$ cat src/rtl/md_pkg.sv
// Shared definitions for the RV32M multiply/divide scheduler and its engine.
package md_pkg;

  localparam int MD_DATA_WIDTH = 32;
  localparam int MD_F3_WIDTH   = 3;

  localparam logic [2:0] F3_MUL    = 3'b000;
  localparam logic [2:0] F3_MULH   = 3'b001;
  localparam logic [2:0] F3_MULHSU = 3'b010;
  localparam logic [2:0] F3_MULHU  = 3'b011;
  localparam logic [2:0] F3_DIV    = 3'b100;
  localparam logic [2:0] F3_DIVU   = 3'b101;
  localparam logic [2:0] F3_REM    = 3'b110;
  localparam logic [2:0] F3_REMU   = 3'b111;

  localparam int FWD_OPA = 0;
  localparam int FWD_OPB = 1;

  typedef enum logic [1:0] {
    ST_IDLE  = 2'd0,
    ST_RUN_A = 2'd1,
    ST_RUN_B = 2'd2,
    ST_DONE  = 2'd3
  } md_state_e;

endpackage

$ cat src/rtl/md_engine.sv
// Shared RV32M engine: pipelined multiplier, restoring divider, 1-cycle special cases.
// done_o is a one-cycle pulse exactly L cycles after start_i; result_o is valid only then.
module md_engine
  import md_pkg::*;
#(
  parameter int DATA_WIDTH = MD_DATA_WIDTH,
  parameter int MUL_LAT    = 2,
  parameter int F3_WIDTH   = MD_F3_WIDTH
) (
  input  logic                  clk,
  input  logic                  rst,
  input  logic                  kill_i,
  input  logic                  start_i,
  input  logic [F3_WIDTH-1:0]   f3_i,
  input  logic [DATA_WIDTH-1:0] a_i,
  input  logic [DATA_WIDTH-1:0] b_i,
  output logic                  done_o,
  output logic [DATA_WIDTH-1:0] result_o
);

  localparam int W     = DATA_WIDTH;
  localparam int CNT_W = $clog2(DATA_WIDTH);

  logic          is_div, div_signed, is_rem, div_zero, div_ovf, a_neg, b_neg;
  logic [W-1:0]  a_mag, b_mag, spec_res;

  assign is_div     = f3_i[2];
  assign div_signed = ~f3_i[0];
  assign is_rem     = f3_i[1];
  assign div_zero   = (b_i == '0);
  assign div_ovf    = div_signed && (a_i == {1'b1, {(W-1){1'b0}}}) && (b_i == '1);
  assign a_neg      = div_signed & a_i[W-1];
  assign b_neg      = div_signed & b_i[W-1];
  assign a_mag      = a_neg ? -a_i : a_i;
  assign b_mag      = b_neg ? -b_i : b_i;
  assign spec_res   = div_zero ? (is_rem ? a_i : '1) : (is_rem ? '0 : a_i);

  logic          spec_q;
  logic [W-1:0]  spec_res_q;
  logic          div_run_q, div_fix_q, neg_q_q, neg_r_q, is_rem_q;
  logic [CNT_W-1:0] cnt_q;
  logic [W-1:0]  quo_q, rem_q, dvs_q;
  logic [W:0]    shifted, trial;

  assign shifted = {rem_q, quo_q[W-1]};
  assign trial   = shifted - {1'b0, dvs_q};

  always_ff @(posedge clk or posedge rst) begin
    if (rst) begin
      spec_q     <= 1'b0;
      spec_res_q <= '0;
      div_run_q  <= 1'b0;
      div_fix_q  <= 1'b0;
      neg_q_q    <= 1'b0;
      neg_r_q    <= 1'b0;
      is_rem_q   <= 1'b0;
      cnt_q      <= '0;
      quo_q      <= '0;
      rem_q      <= '0;
      dvs_q      <= '0;
    end else begin
      spec_q    <= 1'b0;
      div_fix_q <= 1'b0;
      if (kill_i) begin
        div_run_q <= 1'b0;
      end else if (start_i && is_div) begin
        if (div_zero || div_ovf) begin
          spec_q     <= 1'b1;
          spec_res_q <= spec_res;
        end else begin
          div_run_q <= 1'b1;
          cnt_q     <= '0;
          quo_q     <= a_mag;
          rem_q     <= '0;
          dvs_q     <= b_mag;
          neg_q_q   <= a_neg ^ b_neg;
          neg_r_q   <= a_neg;
          is_rem_q  <= is_rem;
        end
      end else if (div_run_q) begin
        // One restoring step per cycle; trial[W] is the borrow.
        if (!trial[W]) begin
          rem_q <= trial[W-1:0];
          quo_q <= {quo_q[W-2:0], 1'b1};
        end else begin
          rem_q <= shifted[W-1:0];
          quo_q <= {quo_q[W-2:0], 1'b0};
        end
        cnt_q <= cnt_q + 1'b1;
        if (cnt_q == CNT_W'(W-1)) begin
          div_run_q <= 1'b0;
          div_fix_q <= 1'b1;
        end
      end
    end
  end

  logic [W-1:0] q_fix, r_fix, div_res;
  assign q_fix   = neg_q_q ? -quo_q : quo_q;
  assign r_fix   = neg_r_q ? -rem_q : rem_q;
  assign div_res = is_rem_q ? r_fix : q_fix;

  // Operands are widened by one bit so a single signed product covers all four multiplies.
  logic [W:0]       mul_a_q, mul_b_q;
  logic             mul_hi_q;
  logic [2*W+1:0]   prod_full;
  logic             unused_prod_top;
  logic [MUL_LAT-1:0] mul_vld_q;
  logic [2*W-1:0]   mul_p_q [MUL_LAT-1];

  assign prod_full = {{(W+1){mul_a_q[W]}}, mul_a_q} * {{(W+1){mul_b_q[W]}}, mul_b_q};
  assign unused_prod_top = ^prod_full[2*W+1:2*W];

  always_ff @(posedge clk or posedge rst) begin
    if (rst) begin
      mul_a_q      <= '0;
      mul_b_q      <= '0;
      mul_hi_q     <= 1'b0;
      mul_vld_q[0] <= 1'b0;
      mul_p_q[0]   <= '0;
    end else begin
      mul_vld_q[0] <= start_i & ~is_div & ~kill_i;
      mul_p_q[0]   <= prod_full[2*W-1:0];
      if (start_i && !is_div) begin
        mul_a_q  <= {((f3_i == F3_MULH) || (f3_i == F3_MULHSU)) & a_i[W-1], a_i};
        mul_b_q  <= {(f3_i == F3_MULH) & b_i[W-1], b_i};
        mul_hi_q <= (f3_i != F3_MUL);
      end
    end
  end

  genvar gi;
  generate
    for (gi = 1; gi < MUL_LAT; gi++) begin : g_mul_vld
      always_ff @(posedge clk or posedge rst) begin
        if (rst) mul_vld_q[gi] <= 1'b0;
        else     mul_vld_q[gi] <= mul_vld_q[gi-1] & ~kill_i;
      end
    end
    for (gi = 1; gi < MUL_LAT - 1; gi++) begin : g_mul_pipe
      always_ff @(posedge clk or posedge rst) begin
        if (rst) mul_p_q[gi] <= '0;
        else     mul_p_q[gi] <= mul_p_q[gi-1];
      end
    end
  endgenerate

  logic [W-1:0] mul_out;
  assign mul_out  = mul_hi_q ? mul_p_q[MUL_LAT-2][2*W-1:W] : mul_p_q[MUL_LAT-2][W-1:0];
  assign done_o   = spec_q | div_fix_q | mul_vld_q[MUL_LAT-1];
  assign result_o = spec_q ? spec_res_q : (div_fix_q ? div_res : mul_out);

endmodule

$ cat src/rtl/md_scheduler.sv
// Serialises one M-extension engine across the two EX lanes (A first, then B) and
// stalls the pipeline until the whole bundle is done.
module md_scheduler
  import md_pkg::*;
#(
  parameter int DATA_WIDTH = MD_DATA_WIDTH,
  parameter int MUL_LAT    = 2,
  parameter int F3_WIDTH   = MD_F3_WIDTH
) (
  input  logic                  clk,
  input  logic                  rst,
  input  logic                  flush,
  input  logic                  req_A,
  input  logic [F3_WIDTH-1:0]   f3_A,
  input  logic [DATA_WIDTH-1:0] opa_A,
  input  logic [DATA_WIDTH-1:0] opb_A,
  input  logic                  req_B,
  input  logic [F3_WIDTH-1:0]   f3_B,
  input  logic [DATA_WIDTH-1:0] opa_B,
  input  logic [DATA_WIDTH-1:0] opb_B,
  input  logic [1:0]            fwd_B,
  output logic                  stall,
  output logic                  done,
  output logic [DATA_WIDTH-1:0] result_A,
  output logic [DATA_WIDTH-1:0] result_B,
  output logic                  busy
);

  md_state_e                state_q, state_d;
  logic                     req_b_q;
  logic [F3_WIDTH-1:0]      f3_b_q;
  logic [DATA_WIDTH-1:0]    opa_b_q, opb_b_q;
  logic [1:0]               fwd_q;
  logic [DATA_WIDTH-1:0]    result_a_q, result_b_q;

  logic                     accept, eng_start, eng_done;
  logic [F3_WIDTH-1:0]      eng_f3;
  logic [DATA_WIDTH-1:0]    eng_a, eng_b, eng_result;

  md_engine #(
    .DATA_WIDTH (DATA_WIDTH),
    .MUL_LAT    (MUL_LAT),
    .F3_WIDTH   (F3_WIDTH)
  ) u_engine (
    .clk      (clk),
    .rst      (rst),
    .kill_i   (flush),
    .start_i  (eng_start),
    .f3_i     (eng_f3),
    .a_i      (eng_a),
    .b_i      (eng_b),
    .done_o   (eng_done),
    .result_o (eng_result)
  );

  always_comb begin
    state_d   = state_q;
    accept    = 1'b0;
    eng_start = 1'b0;
    eng_f3    = f3_A;
    eng_a     = opa_A;
    eng_b     = opb_A;
    case (state_q)
      ST_IDLE: begin
        if (req_A || req_B) begin
          accept    = 1'b1;
          eng_start = 1'b1;
          if (req_A) begin
            state_d = ST_RUN_A;
          end else begin
            state_d = ST_RUN_B;
            eng_f3  = f3_B;
            eng_a   = opa_B;
            eng_b   = opb_B;
          end
        end
      end
      ST_RUN_A: begin
        // Lane B launches in the cycle A completes; forwarding is only reachable here,
        // so a lone lane B never sees fwd_B.
        if (eng_done) begin
          if (req_b_q) begin
            state_d   = ST_RUN_B;
            eng_start = 1'b1;
            eng_f3    = f3_b_q;
            eng_a     = fwd_q[FWD_OPA] ? eng_result : opa_b_q;
            eng_b     = fwd_q[FWD_OPB] ? eng_result : opb_b_q;
          end else begin
            state_d = ST_DONE;
          end
        end
      end
      ST_RUN_B: begin
        if (eng_done) state_d = ST_DONE;
      end
      ST_DONE:  state_d = ST_IDLE;
      default:  state_d = ST_IDLE;
    endcase
    if (flush) begin
      state_d   = ST_IDLE;
      accept    = 1'b0;
      eng_start = 1'b0;
    end
  end

  always_ff @(posedge clk or posedge rst) begin
    if (rst) begin
      state_q    <= ST_IDLE;
      req_b_q    <= 1'b0;
      f3_b_q     <= '0;
      opa_b_q    <= '0;
      opb_b_q    <= '0;
      fwd_q      <= '0;
      result_a_q <= '0;
      result_b_q <= '0;
    end else begin
      state_q <= state_d;
      if (accept) begin
        req_b_q <= req_B;
        f3_b_q  <= f3_B;
        opa_b_q <= opa_B;
        opb_b_q <= opb_B;
        fwd_q   <= fwd_B;
      end
      if (eng_done && !flush) begin
        if (state_q == ST_RUN_A) result_a_q <= eng_result;
        if (state_q == ST_RUN_B) result_b_q <= eng_result;
      end
    end
  end

  assign done     = (state_q == ST_DONE) & ~flush;
  assign stall    = (req_A | req_B) & ~done & ~rst;
  assign busy     = (state_q != ST_IDLE);
  assign result_A = result_a_q;
  assign result_B = result_b_q;

endmodule

$ cat config.mk
export PLATFORM = sky130hd
export DESIGN_NAME = md_scheduler
export DESIGN_NICKNAME = d
export VERILOG_FILES = /design/src/rtl/md_pkg.sv /design/src/rtl/md_engine.sv /design/src/rtl/md_scheduler.sv
export SDC_FILE = /design/constraint.sdc
export NUM_CORES = 2
export LEC_CHECK = 0
export CAP_MARGIN = 20
export CORE_UTILIZATION = 55
export CTS_BUF_LIST = sky130_fd_sc_hd__clkbuf_4
export DETAILED_ROUTE_END_ITERATION = 12
export GPL_TIMING_DRIVEN = 1
export PLACE_DENSITY = 0.84
export SLEW_MARGIN = 20
export SYNTH_ARGS = -nofsm -noshare
export SYNTH_HDL_FRONTEND = slang
export SYNTH_SLANG_ARGS = --single-unit
$ cat constraint.sdc
create_clock -name clk -period 29.4 [get_ports clk]
set_clock_uncertainty 0.15 [all_clocks]
set_input_delay 5.88 -clock clk [delete_from_list [all_inputs] [get_ports clk]]
set_output_delay 5.88 -clock clk [all_outputs]
set_load 0.05 [all_outputs]
==> impl_metrics.csv <==
group,metric,value,unit
outcome,outcome,"finished clean",
clock_tree,cts_tree,"yes",
setup_path,arrival,7770,ps
synthesis,synth.yosys.seq_area_share,16.46,%
setup_path,crit_fanout,8,
sta,max_freq,72.49,MHz
clock_tree,cts.sinks,408,
synthesis,synth_edf_count,0,
layout,drive_gt1_share,6.880,%
setup_path,reg2reg_slack,19220,ps
routing,drt_first_pass_iters,9,
sta,slew_violations,0,
layout,layout_commonest_cell,"fa_1",
routing,ant_nets,0,
die,io_pins,208,
synthesis,synth-seq-cells,408,
setup_path,rr_endpoint,"u_engine.mul_p_q[63]",
layout,syn_to_final_growth,7.708,%
die,core-area,111300,um^2
sta,hold_violations,0,
placement,gp_congestion,1.066,
sta,setup_viol,0,
synthesis,syn_nets,8218,
layout,multi_input_area,46050,um^2
setup_path,startpoint_type,"input pin",
setup_path,cpMaxStageDelayCell,"clkdlybuf4s50_1",
sta,layout_min_cycle_time,13800,ps
layout,layout.nets,8257,
sta,worst-slew-pin-transition,1310,ps
global_route,grt_overflow,0,
routing,wl,216400,um
clock_tree,clk_pin_slew,60,ps
die,start_util,55.73,%
setup_path,cp-end-kind,"output port",
global_route,antenna_found_initial,21,
die,die_w,337.8,um
routing,num_vias,51865,
placement,dp_hpwl,165500,um
clock_tree,holdBufCountCts,0,
sta,tns,0,ps
synthesis,ys.flop_type,"dfrtp_1",
global_route,grt_pass1_vias,54528,
die,die_y,337.8,um
global_route,grt_first_pass_wirelength,330000,um
clock_tree,ctsResizeCount,0,
setup_path,timing.rr.start,"u_engine.mul_a_q[18]",
sta,rsz0062_at_grt,"false",
routing,drc_errors,0,
synthesis,synth_area_per_cell,9.261,um^2
global_route,track_usage,39.05,%
clock_tree,post_cts_buffers,0,
synthesis,syn_inst,6696,
worst_hold_path,hp-start,"result_A[20]",
flow_run,cap_violations,0,
layout,regArea,10220,um^2
worst_hold_path,worstHoldEndpoint,"result_A[20]",
setup_path,crit_type,"input pin to output port",
routing,routedWlPerCell,26.00,um
setup_path,cp_data_required_time,23370,ps
synthesis,netlist_area,62010,um^2
clock_tree,cts_buffer_depth,3,
layout,final_cell_mix,"fa_1 (1,125), inv_1 (1,115), nand2_1 (897)",
synthesis,synth.distinct_cells,104,
clock_tree,cts_root_buffer,"clkbuf_4",
worst_hold_path,min_delay_path_depth,2,
routing,viasPerCell,6.233,
clock_tree,cts_max_level,3,
layout,fillers,9178,
die,row_count,122,
worst_hold_path,min_path_type,"register to register",
global_route,grt_start_max_net_pins,93,
sta,maxSlewHeadroom,11.51,%
synthesis,ys_async_sr_fraction,100.0,%
clock_tree,cts_buffers,113,
setup_path,rr_worst_depth,27,
setup_path,max_stage_delay,830,ps
sta,period_share,46.92,%
clock_tree,clk_latency,970,ps
setup_path,cpMostUsedCell,"clkdlybuf4s50_1",
placement,portBuffers,207,
setup_path,path_cells,"clkdlybuf4s50_1 -> nor2b_1 -> nor3_1 -> clkdlybuf4s50_1",
die,dieArea,114100,um^2
synthesis,yosys_warnings,0,
routing,drt-initial-drc-count,5554,
area by class of cell:
cell class                 instances  area share, %
antenna                           16        0.05995
clock buffer                     156          1.753
clock inverter                    41         0.2754
inverter                        1119          6.300
multi-input combinational       4754          68.95
sequential                       408          15.30
tap                             1488          2.788
timing repair buffer             339          4.582
layer usage:
layer  up-vias  global-route usage (%)  share of wire, %
met5         -                  0.2979             0.045
met4        12                   22.75               6.6
met3       882                   11.13                12
met2      3579                   60.08                45
met1     26082                   49.29                36
li1      21310                       -                 -
how the worst max path moves through the flow:
| stage | start | end | cells after the start |
|---|---|---|---|
| finish | flush | stall | 4 |
| global placement | flush | stall | 4 |
| CTS | flush | stall | 4 |
| floorplan | rst | f3_b_q[0] | 1 |
| global route | flush | stall | 4 |
| detailed placement | flush | stall | 4 |
worst max-delay path: cells and delay by family:
family / cells / cell delay, ps
buf+inv: 2 / 1570
simple gates: 2 / 310
cell usage after synthesis, types with 56 or more instances:
master	number	area share, %
a21o_1	65	0.79
a21oi_1	141	1.1
and2_1	569	5.7
clkbuf_1	367	2.2
dfrtp_1	408	16
fa_1	1126	36
ha_1	255	5.1
inv_1	1117	6.8
mux2_2	97	1.8
mux2i_1	65	1.0
nand2_1	899	5.4
nand3_1	101	0.82
nor2_1	171	1.0
nor3_1	64	0.52
o21ai_0	210	1.7
xnor2_1	117	1.7
xor2_1	56	0.79
stage by stage:
stage | cell area (um^2) | instances | util, % | hold slack (ps) | setup WS (ps)
floorplan | 62010 | 6696 | - | 288.5 | 12020
global placement | 65380 | 8107 | 58.75 | 311.6 | 15690
detailed placement | 65390 | 8108 | 58.76 | 312.9 | 15680
CTS | 66740 | 8305 | 59.98 | 328.2 | 15680
global route | 66760 | 8309 | 59.99 | 345.9 | 15560
finish | 66790 | 8321 | 60.02 | 327.8 | 15600
state kept, by name, summed over array words and instances, names as in the netlist, 5 cells and up:
name / cells
u_engine.dvs_q: 32
opb_b_q: 32
u_engine.mul_b_q: 33
u_engine.mul_a_q: 33
u_engine.quo_q: 32
u_engine.spec_res_q: 32
opa_b_q: 32
u_engine.cnt_q: 5
result_A: 32
u_engine.rem_q: 32
result_B: 32
u_engine.mul_p_q: 64
kinds of logic after synthesis:
family | synth area share (%)
fa+ha+maj | 41.50
simple gates | 16.91
mux | 3.010
flops | 16.46
compound gates | 10.25
xor+xnor | 2.443
buf+inv | 9.427
Power is not shown: default switching activity piles up to over one toggle a cycle in this logic, so the estimate is an artifact.
